File: src/rtl/uart_rx_fifo_pkg.sv
// uart_rx_fifo_pkg: shared sizing defaults and ingress FSM encoding for the UART receive FIFO
package uart_rx_fifo_pkg;
    localparam int DEPTH_DEF = 16;
    localparam int AW_DEF = $clog2(DEPTH_DEF);
    typedef enum logic {IDLE = 1'b0, ACK = 1'b1} ingress_t;
endpackage

File: src/rtl/fifo_mem.sv
// fifo_mem: byte storage with one synchronous write port and one asynchronous read port
module fifo_mem import uart_rx_fifo_pkg::*; #(
    parameter int DEPTH = DEPTH_DEF,
    parameter int AW = $clog2(DEPTH)
) (
    input  logic          clk,
    input  logic          we,
    input  logic [AW-1:0] waddr,
    input  logic [7:0]    wdata,
    input  logic [AW-1:0] raddr,
    output logic [7:0]    rdata
);
    logic [7:0] mem [DEPTH];
    always_ff @(posedge clk)
        if (we) mem[waddr] <= wdata;
    assign rdata = mem[raddr];
endmodule

File: src/rtl/uart_rx_fifo.sv
// uart_rx_fifo: captures bytes from the serial receiver into a first-word fall-through FIFO
module uart_rx_fifo import uart_rx_fifo_pkg::*; #(
    parameter int DEPTH = DEPTH_DEF,
    parameter int AW = $clog2(DEPTH)
) (
    input  logic          clk,
    input  logic          rst,
    input  logic [7:0]    inData,
    input  logic          inRdy,
    output logic          inDone,
    input  logic          rd,
    output logic [7:0]    data,
    output logic          rdy,
    output logic [AW:0]   count,
    output logic          ovf,
    input  logic          clrOvf
);
    ingress_t state, state_n;
    logic [AW-1:0] wptr, rptr;
    logic [7:0] head;
    logic take, full, push, pop, drop;
    always_comb begin
        take = !rst && state == IDLE && inRdy;
        full = count == (AW+1)'(DEPTH);
        pop = !rst && rd && count != '0;
        push = take && (!full || pop);
        drop = take && !push;
        state_n = (state == IDLE && inRdy) ? ACK : IDLE;
    end
    always_ff @(posedge clk)
        state <= rst ? IDLE : state_n;
    always_ff @(posedge clk) begin
        if (rst) begin
            wptr <= '0;
            rptr <= '0;
            count <= '0;
            ovf <= 1'b0;
        end else begin
            wptr <= wptr + AW'(push);
            rptr <= rptr + AW'(pop);
            count <= count + (AW+1)'(push) - (AW+1)'(pop);
            ovf <= drop | (ovf & ~clrOvf);
        end
    end
    // Acknowledge is the registered ACK state, so the receiver sees it the cycle after capture
    assign inDone = state == ACK;
    assign rdy = !rst && count != '0;
    assign data = rdy ? head : 8'h00;
    fifo_mem #(.DEPTH(DEPTH), .AW(AW)) u_mem (
        .clk(clk),
        .we(push),
        .waddr(wptr),
        .wdata(inData),
        .raddr(rptr),
        .rdata(head)
    );
endmodule

File: config.mk
export PLATFORM = sky130hd
export DESIGN_NAME = uart_rx_fifo
export DESIGN_NICKNAME = d
export VERILOG_FILES = /design/src/rtl/uart_rx_fifo_pkg.sv /design/src/rtl/fifo_mem.sv /design/src/rtl/uart_rx_fifo.sv
export SDC_FILE = /design/constraint.sdc
export NUM_CORES = 1
export LEC_CHECK = 0
export CORE_ASPECT_RATIO = 1.1
export CORE_MARGIN = 4
export CORE_UTILIZATION = 40
export CTS_CLUSTER_DIAMETER = 30
export DETAILED_ROUTE_END_ITERATION = 8
export MAX_ROUTING_LAYER = met4
export SLEW_MARGIN = 20
export SYNTH_ARGS = -nofsm -noshare
export SYNTH_HDL_FRONTEND = slang
export SYNTH_HIERARCHICAL = 1
export SYNTH_SLANG_ARGS = --single-unit
File: constraint.sdc
create_clock -name clk -period 3.7 [get_ports clk]
set_input_delay 0.555 -clock clk [delete_from_list [all_inputs] [get_ports clk]]
set_output_delay 0.555 -clock clk [all_outputs]
set_load 0.005 [all_outputs]
==> results.sh, run 1 <==
export IMPL_arrival_ns=2.59
export IMPL_antenna_found_initial=0
export IMPL_dominantRegCellSynth="edfxtp_1"
export IMPL_yosys_register_bits=143
export IMPL_fin_util_pct=49.0
export IMPL_rsz0062_at_grt="no"
export IMPL_row_count=45
export IMPL_yosys_area_share_simple_pct=6.55
export IMPL_crit_path_end_kind="output port"
export IMPL_synth_async_sr_flop_share_pct=0
export IMPL_fin_skew_ns=0.00430
export IMPL_numCtsBuffers=17
export IMPL_r2r_end="count[4]"
export IMPL_grt_first_pass_wirelength_mm=17.4
export IMPL_dieArea_um2=16500
export IMPL_period_share_pct=85.1
export IMPL_critPathKind="flip-flop to output port"
export IMPL_reg2reg_slack_ns=1.08
export IMPL_grt_use_total_pct=15.0
export IMPL_grt_overflow=0
export IMPL_routed_wl_mm=10.8
export IMPL_synth_compound_area_share_pct=2.92
export IMPL_drv_cap=0
export IMPL_rr_startpoint="count[3]"
export IMPL_slowest_delay_ns=0.59
export IMPL_drtAntennaViolNets=0
export IMPL_clk_pin_slew_ns=0.05
export IMPL_hold_viol_final=0
export IMPL_vdd_ir_drop_max_mv=0.327
export IMPL_cts_hold_buf=0
export IMPL_synth_cell_types=34
export IMPL_syn_avg_cell_area_um2=18.9
export IMPL_post_cts_setup_buffer_count=0
export IMPL_pre_cts_slack_ns=0.613
export IMPL_fin_nets=382
export IMPL_syn_area_um2=5790
export IMPL_cts_root_buf="clkbuf_16"
export IMPL_synth_top_family_by_area="multiplexers"
export IMPL_dp_hpwl_mm=6.78
export IMPL_die_y_um=134
export IMPL_netlist_instances=307
export IMPL_initial_core_util_pct=41.3
export IMPL_p_per_area_nw_per_um2=571
export IMPL_max_freq_mhz=318
export IMPL_place_gp_congestion=0.778
export IMPL_r2r_cells=12
export IMPL_cp_buffers_inverters=2
export IMPL_synth_edf_count=128
export IMPL_netlist_top_cells_count="128 x edfxtp_1, 23 x nor2_1, 18 x mux4_2, 16 x a22oi_1, 15 x dfxtp_1"
export IMPL_diodes=0
export IMPL_hold_path_depth=1
export IMPL_worstPathRequired_ns=3.14
export IMPL_finalMaxSlewViolations=0
export IMPL_worst_slack_ns=0.552
export IMPL_setup_tns_ns=0
export IMPL_viasPerCell=5.11
export IMPL_status="completed"
export IMPL_stdcell_count=559
export IMPL_muxShareOfSynthArea_pct=13.4
export IMPL_worst_slew_margin_rel_pct=37.2
export IMPL_area_growth_pct=18.7
export IMPL_h_tree_depth=4
export IMPL_p_leak_nw=2.25
export IMPL_worstPathMaxFanout=32
export IMPL_drtPass1Iterations=4
export IMPL_synth_xor_area_share_pct=0.908
export IMPL_yosysTopAreaCell="edfxtp_1"
export IMPL_post_route_drc_count=0
export IMPL_power_total_mw=3.92
export IMPL_portBuffers=28
export IMPL_synthAdderAreaFrac_pct=2.51
export IMPL_yosysMostFrequentCell="edfxtp_1"
export IMPL_min_period_ns=3.15
export IMPL_hold_slack_ns=0.473
export IMPL_critPathTopFamily="buffers and inverters"
export IMPL_vias=2859
export IMPL_dp_cells=527
export IMPL_synth_top_area_share_pct=66.4
export IMPL_seq_area_frac_synth_pct=71.6
export IMPL_grt_max_degree=33
export IMPL_core_area_um2=14000
export IMPL_synthTopCellsByArea="edfxtp_1 66%, mux4_2 7.0%, mux4_1 6.4%"
export IMPL_setup_viol=0
export IMPL_worst_pin_slew_ns=0.939
export IMPL_io_pins=29
export IMPL_cts_sinks=143
export IMPL_dpl_instance_area_um2=6350
export IMPL_cts_resized=0
export IMPL_min_path_type="flip-flop to flip-flop"
export IMPL_worstHoldStart="inDone"
export IMPL_die_w_um=123
export IMPL_cts_tree="done"
export IMPL_grt_pass1_vias=3096
export IMPL_synth_nets=331
export IMPL_first_iter_violations=197
export IMPL_worstSkewPairLatency_ns=0.41
export IMPL_crit_chain="buf_12, mux4_1, a22oi_1, nand2_1, and2_1, clkdlybuf4s50_1"
export IMPL_critPathLaunchType="flip-flop"
export IMPL_cp_slowest_cell="mux4_1"
export IMPL_hold_path_end="inDone"
export IMPL_wl_per_cell_um=19.3
export IMPL_finalInstanceArea_um2=6870
export IMPL_cts_buffer_depth=2
export IMPL_final_layout_size_suffix_gt1_share_pct=16.7
export IMPL_yosys_warnings=6
## how the worst max path moves through the flow
stage | from | end | slack, ns | cells after the start
CTS | rptr[0] | data[3] | 0.50 | 6
detailed placement | rst | count[4] | 0.61 | 11
finish | rptr[0] | data[0] | 0.55 | 6
floorplan | rst | u_mem/mem[0][0] | 1.05 | 6
global route | rptr[0] | data[4] | 0.36 | 6
global placement | rst | count[4] | 0.70 | 12
## power by group
group	internal [mW]	switching, mW	total (mW)
combinational	0.332	0.270	0.602
clock	0.909	0.576	1.48
sequential	1.80	0.0378	1.84
total	3.04	0.884	3.92
## registers in the layout, indices dropped and copies added (netlist names)
signal     count
wptr           4
u_mem/mem    128
inDone         1
count          5
rptr           4
ovf            1
## metal layers
layer	GRT usage [%]	routed length (um)
met1	19.3	4790
met2	22.5	5300
met3	3.75	432
met4	6.66	299
met5	-	0
## placed cells by master, fill, tap and decap left out, drive strengths merged
cell type      count
dfxtp             15
buf               16
nor2              24
xnor2              3
ha                10
and2b              1
a31o               1
and2              10
nand3              4
nand2b             6
fa                 1
nor4b              1
clkbuf            30
nand4              1
nor3b              1
inv                8
mux4              32
clkinv             2
nand3b             2
nor2b              7
a21oi              3
nand2             10
a2111o             1
o21ai              1
nor3               4
o32ai              1
or3b               1
xor2               3
edfxtp           128
clkdlybuf4s50     28
a22oi             16
## final cells by class
type | instances | area (um2)
Fill cell | 1144 | 7150
Sequential cell | 143 | 4150
Multi-Input combinational cell | 144 | 1520
Clock buffer | 30 | 504
Timing Repair Buffer | 44 | 425
Tap cell | 188 | 235
Inverter | 8 | 30.0
Clock inverter | 2 | 10.0
## logic make-up (layout without fill, tap and decap cells)
| logic type | after synthesis | count (layout) |
|---|---|---|
| AOI/OAI and AO/OA | 23 | 23 |
| xor gates and xnor gates | 6 | 6 |
| adders and majority gates | 11 | 11 |
| buffers and inverters | 20 | 84 |
| DFF | 143 | 143 |
| muxes | 32 | 32 |
| and+or+nand+nor | 72 | 72 |
## worst register-to-register path, cell delays in order, from the launching register on
cell and delay, ns:
dfxtp_1 0.33, inv_1 0.08, ha_1 0.17, nor4b_2 0.28, nor2_1 0.12, ha_1 0.28
inv_1 0.06, ha_1 0.15, inv_1 0.06, fa_1 0.43, nand2b_1 0.18, a2111o_1 0.36
o21ai_1 0.07
Power figures use the tool's default switching activity.
==> run 2: changes to the inputs <==
- CAP_MARGIN: unset -> 20
- CORE_MARGIN: 4 -> 2
==> results.sh, run 2 (synthesis results as in run 1) <==
export IMPL_viasPerCell=5.19
export IMPL_top_regs="u_mem/mem x128, count x5"
export IMPL_hold_viol_final=0
export IMPL_final_common_cell="edfxtp_1"
export IMPL_numCtsBuffers=17
export IMPL_worstSkewPairLatency_ns=0.41
export IMPL_die_y_um=130
export IMPL_multi_input_area_um2=1520
export IMPL_slowest_delay_ns=0.60
export IMPL_clk_pin_slew_ns=0.06
export IMPL_seqCellArea_um2=4150
export IMPL_worstPathRequired_ns=3.14
export IMPL_worst_pin_slew_ns=0.753
export IMPL_final_layout_size_suffix_gt1_share_pct=19.8
export IMPL_nFillCells=1222
export IMPL_dp_hpwl_mm=7.10
export IMPL_largest_reg_flops=128
export IMPL_final_cell_mix="128 x edfxtp_1, 28 x clkdlybuf4s50_1, 23 x nor2_1"
export IMPL_pre_cts_slack_ns=0.662
export IMPL_io_pins=29
export IMPL_cp_buffers_inverters=2
export IMPL_arrival_ns=2.64
export IMPL_finalInstanceArea_um2=7060
export IMPL_post_cts_setup_buffer_count=0
export IMPL_place_gp_congestion=0.739
export IMPL_min_path_type="flip-flop to flip-flop"
export IMPL_rsz0062_at_grt="no"
export IMPL_initial_core_util_pct=40.6
export IMPL_cts_buffer_depth=2
export IMPL_finalMaxSlewViolations=0
export IMPL_worstPathMaxFanout=32
export IMPL_cts_resized=0
export IMPL_wl_per_cell_um=20.0
export IMPL_h_tree_depth=4
export IMPL_drtPass1Iterations=6
export IMPL_diodes=0
export IMPL_p_leak_nw=2.34
export IMPL_crit_chain="buf_12, mux4_1, a22oi_1, nand2_1, and2_1, clkdlybuf4s50_1"
export IMPL_cp_slowest_cell="mux4_1"
export IMPL_fin_skew_ns=0.00592
export IMPL_min_period_ns=3.20
export IMPL_grt_use_total_pct=16.5
export IMPL_cts_root_buf="clkbuf_16"
export IMPL_critPathLaunchType="flip-flop"
export IMPL_area_growth_pct=21.9
export IMPL_vdd_ir_drop_max_mv=0.328
export IMPL_dpl_instance_area_um2=6370
export IMPL_max_freq_mhz=313
export IMPL_crit_path_end_kind="output port"
export IMPL_setup_tns_ns=0
export IMPL_antenna_found_initial=0
export IMPL_drtAntennaViolNets=0
export IMPL_die_w_um=119
export IMPL_grt_first_pass_wirelength_mm=17.9
export IMPL_setup_viol=0
export IMPL_worst_slew_margin_rel_pct=49.7
export IMPL_cts_sinks=143
export IMPL_period_share_pct=86.5
export IMPL_fin_util_pct=49.4
export IMPL_grt_max_degree=33
export IMPL_drv_cap=0
export IMPL_fin_nets=385
export IMPL_grt_pass1_vias=3089
export IMPL_cts_tree="done"
export IMPL_worst_slack_ns=0.500
export IMPL_post_route_drc_count=0
export IMPL_critPathKind="flip-flop to output port"
export IMPL_portBuffers=28
export IMPL_row_count=46
export IMPL_vias=2936
export IMPL_critPathTopFamily="buffers and inverters"
export IMPL_status="completed"
export IMPL_p_per_area_nw_per_um2=626
export IMPL_core_area_um2=14300
export IMPL_routed_wl_mm=11.3
export IMPL_cts_hold_buf=0
export IMPL_dieArea_um2=15400
export IMPL_top_register="u_mem/mem"
export IMPL_grt_overflow=0
export IMPL_first_iter_violations=272
[run 2: changes by cell type in the layout (fill, tap and decap cells not counted), sizes merged]
cell | before | now
clkinvlp | 0 | 1
bufinv | 0 | 7
buf | 16 | 19
inv | 8 | 10
clkbuf | 30 | 17
clkinv | 2 | 5
[run 2: final timing paths]
kind | from | to | slack [ns] | cells after the start
max | rptr[0] | data[0] | 0.50 | 6
min | ovf | ovf | 0.47 | 2
max reg2reg | count[3] | count[4] | 0.98 | 12
min reg2reg | ovf | ovf | 0.47 | 2
[run 2: area by class of cell]
type,count,share of cell area (%)
clock inverter,15,3.72
tap,192,3.40
timing repair buffer,47,6.17
sequential,143,58.7
clock buffer,17,6.03
multi-input combinational,144,21.5
inverter,8,0.425
[run 2: report_power, final]
group	internal [mW]	leakage (nW)	switching (mW)
sequential	1.80	1.28	0.0379
combinational	0.331	0.733	0.279
clock	1.33	0.335	0.639
[run 2: routing by layer]
metal / up-vias / GRT usage, % / part of all wire (%)
met5: - / - / 0
met4: 0 / 5.74 / 1.4
met3: 11 / 4.50 / 2.6
met2: 52 / 27.0 / 50
met1: 1536 / 20.0 / 46
li1: 1337 / - / -
[run 2: worst register-to-register path, cell delays in order (launching register included)]
cell	delay, ns
dfxtp_1	0.33
inv_1	0.08
ha_1	0.18
nor4b_2	0.35
nor2_1	0.13
ha_1	0.29
inv_1	0.06
ha_1	0.15
inv_1	0.06
fa_1	0.42
nand2b_1	0.18
a2111o_1	0.36
o21ai_1	0.07
[run 2: metrics by stage]
step	std cells	power, mW	hold WS, ns
3_5_place_dp	534	2.48	0.469
2_1_floorplan	307	2.26	0.457
6_report	566	4.42	0.475
5_1_grt	566	4.59	0.519
3_3_place_gp	534	2.48	0.457
4_1_cts	566	4.46	0.482
==> run 3: changes to the inputs <==
- PLACE_DENSITY: unset -> 0.61
- clock period: 3.7 -> 3.5 ns (I/O delays scaled with it)
==> results.sh, run 3 (synthesis results as in run 1) <==
export IMPL_grt_pass1_vias=3129
export IMPL_setup_viol=0
export IMPL_period_share_pct=93.9
export IMPL_crit_path_end_kind="output port"
export IMPL_place_gp_congestion=0.819
export IMPL_diodes=0
export IMPL_critPathKind="flip-flop to output port"
export IMPL_routed_wl_mm=11.0
export IMPL_dp_cells=538
export IMPL_cts_root_buf="clkbuf_16"
export IMPL_grt_busiest_layer="met2"
export IMPL_worstPathRequired_ns=2.97
export IMPL_viasPerCell=5.16
export IMPL_top_register="u_mem/mem"
export IMPL_core_area_um2=14300
export IMPL_dieArea_um2=15400
export IMPL_cts_tree="done"
export IMPL_die_w_um=119
export IMPL_setup_tns_ns=0
export IMPL_p_per_area_nw_per_um2=622
export IMPL_drtPass1Iterations=4
export IMPL_worst_slew_margin_rel_pct=44.8
export IMPL_p_leak_nw=2.30
export IMPL_fin_skew_ns=0.00511
export IMPL_first_iter_violations=217
export IMPL_use_met1_pct=18.9
export IMPL_numCtsBuffers=17
export IMPL_grt_use_total_pct=16.1
export IMPL_finalMaxSlewViolations=0
export IMPL_grt_first_pass_wirelength_mm=17.4
export IMPL_largest_reg_flops=128
export IMPL_stdcell_count=570
export IMPL_min_period_ns=3.29
export IMPL_worstSkewPairLatency_ns=0.41
export IMPL_clk_pin_slew_ns=0.06
export IMPL_cp_slowest_cell="dfxtp_2"
export IMPL_use_met3_pct=3.67
export IMPL_initial_core_util_pct=40.6
export IMPL_rsz0062_at_grt="no"
export IMPL_top_regs="u_mem/mem x128, count x5"
export IMPL_portBuffers=28
export IMPL_die_y_um=130
export IMPL_post_route_drc_count=0
export IMPL_wl_per_cell_um=19.3
export IMPL_hold_viol_final=0
export IMPL_min_path_type="flip-flop to flip-flop"
export IMPL_worst_pin_slew_ns=0.827
export IMPL_row_count=46
export IMPL_final_layout_size_suffix_gt1_share_pct=19.6
export IMPL_drtAntennaViolNets=0
export IMPL_slowest_delay_ns=0.59
export IMPL_vias=2940
export IMPL_fin_nets=389
export IMPL_area_growth_pct=20.6
export IMPL_dp_hpwl_mm=7.34
export IMPL_antenna_found_initial=0
export IMPL_critPathLaunchType="flip-flop"
export IMPL_arrival_ns=2.76
export IMPL_grt_overflow=0
export IMPL_h_tree_depth=4
export IMPL_grt_use_met2_pct=27.2
export IMPL_io_pins=29
export IMPL_cts_hold_buf=0
export IMPL_drv_cap=0
export IMPL_status="completed"
export IMPL_worstPathMaxFanout=13
export IMPL_vdd_ir_drop_max_mv=0.343
export IMPL_max_freq_mhz=304
export IMPL_cts_sinks=143
export IMPL_final_common_cell="edfxtp_1"
export IMPL_cts_buffer_depth=2
export IMPL_grt_max_degree=33
export IMPL_crit_chain="buf_4, mux4_2, a22oi_1, nand2_1, and2_1, clkdlybuf4s50_1"
export IMPL_cts_resized=0
export IMPL_final_cell_mix="128 x edfxtp_1, 28 x clkdlybuf4s50_1, 23 x nor2_1"
export IMPL_post_cts_setup_buffer_count=0
run 3: cell count changes in the layout (fill, tap and decap cells not counted), sizes merged:
| cell | previous run | this run |
|---|---|---|
| bufinv | 7 | 3 |
| clkinvlp | 1 | 3 |
| buf | 19 | 23 |
| clkinv | 5 | 6 |
| inv | 10 | 8 |
| clkbuf | 17 | 20 |
run 3: worst max-delay path, delay by kind of cell (launching register included):
| kind | cells | cell delay [ns] |
|---|---|---|
| buffers and inverters | 2 | 0.73 |
| DFF | 1 | 0.59 |
| muxes | 1 | 0.52 |
| AOI/OAI and AO/OA | 1 | 0.29 |
| and+or+nand+nor | 2 | 0.23 |
run 3: final timing paths:
path,from,end,slack (ns),cells after the start
worst max-delay path,rptr[0],data[7],0.21,6
worst min register to register,inDone,inDone,0.47,1
worst max register to register,count[2],count[4],0.87,12
worst min-delay path,inDone,inDone,0.47,1
run 3: power by group:
group / leakage (nW) / total, mW / switching (mW) / internal, mW
registers: 1.28 / 1.96 / 0.0565 / 1.90
logic: 0.754 / 0.631 / 0.274 / 0.357
clock network: 0.275 / 1.75 / 0.641 / 1.11
run 3: per-stage QoR:
stage / hold slack, ns / setup slack, ns / util, % / power (mW) / area, um2
final: 0.475 / 0.212 / 48.9 / 4.34 / 6980
after global routing: 0.508 / 0.0650 / 48.9 / 4.52 / 6980
after CTS: 0.479 / 0.178 / 48.9 / 4.39 / 6980
after detailed placement: 0.459 / 0.479 / 44.8 / 2.63 / 6400
after global placement: 0.458 / 0.549 / 44.8 / 2.63 / 6400
after floorplan: 0.457 / 0.878 / - / 2.39 / 5790
run 3: layout make-up:
cell class              instances  area [um2]
clock buffers                  20         437
clock inverters                12         144
fillers                      1240        7290
inverters                       8        30.0
multi-input cells             144        1520
flip-flops and latches        143        4150
well taps                     192         240
repair buffers                 51         465
run 3: routing by layer:
layer	part of all wire (%)	vias to the layer above
met1	43	1506
met2	52	74
met4	1.5	0
met3	3.3	15
li1	-	1345
met5	0	-
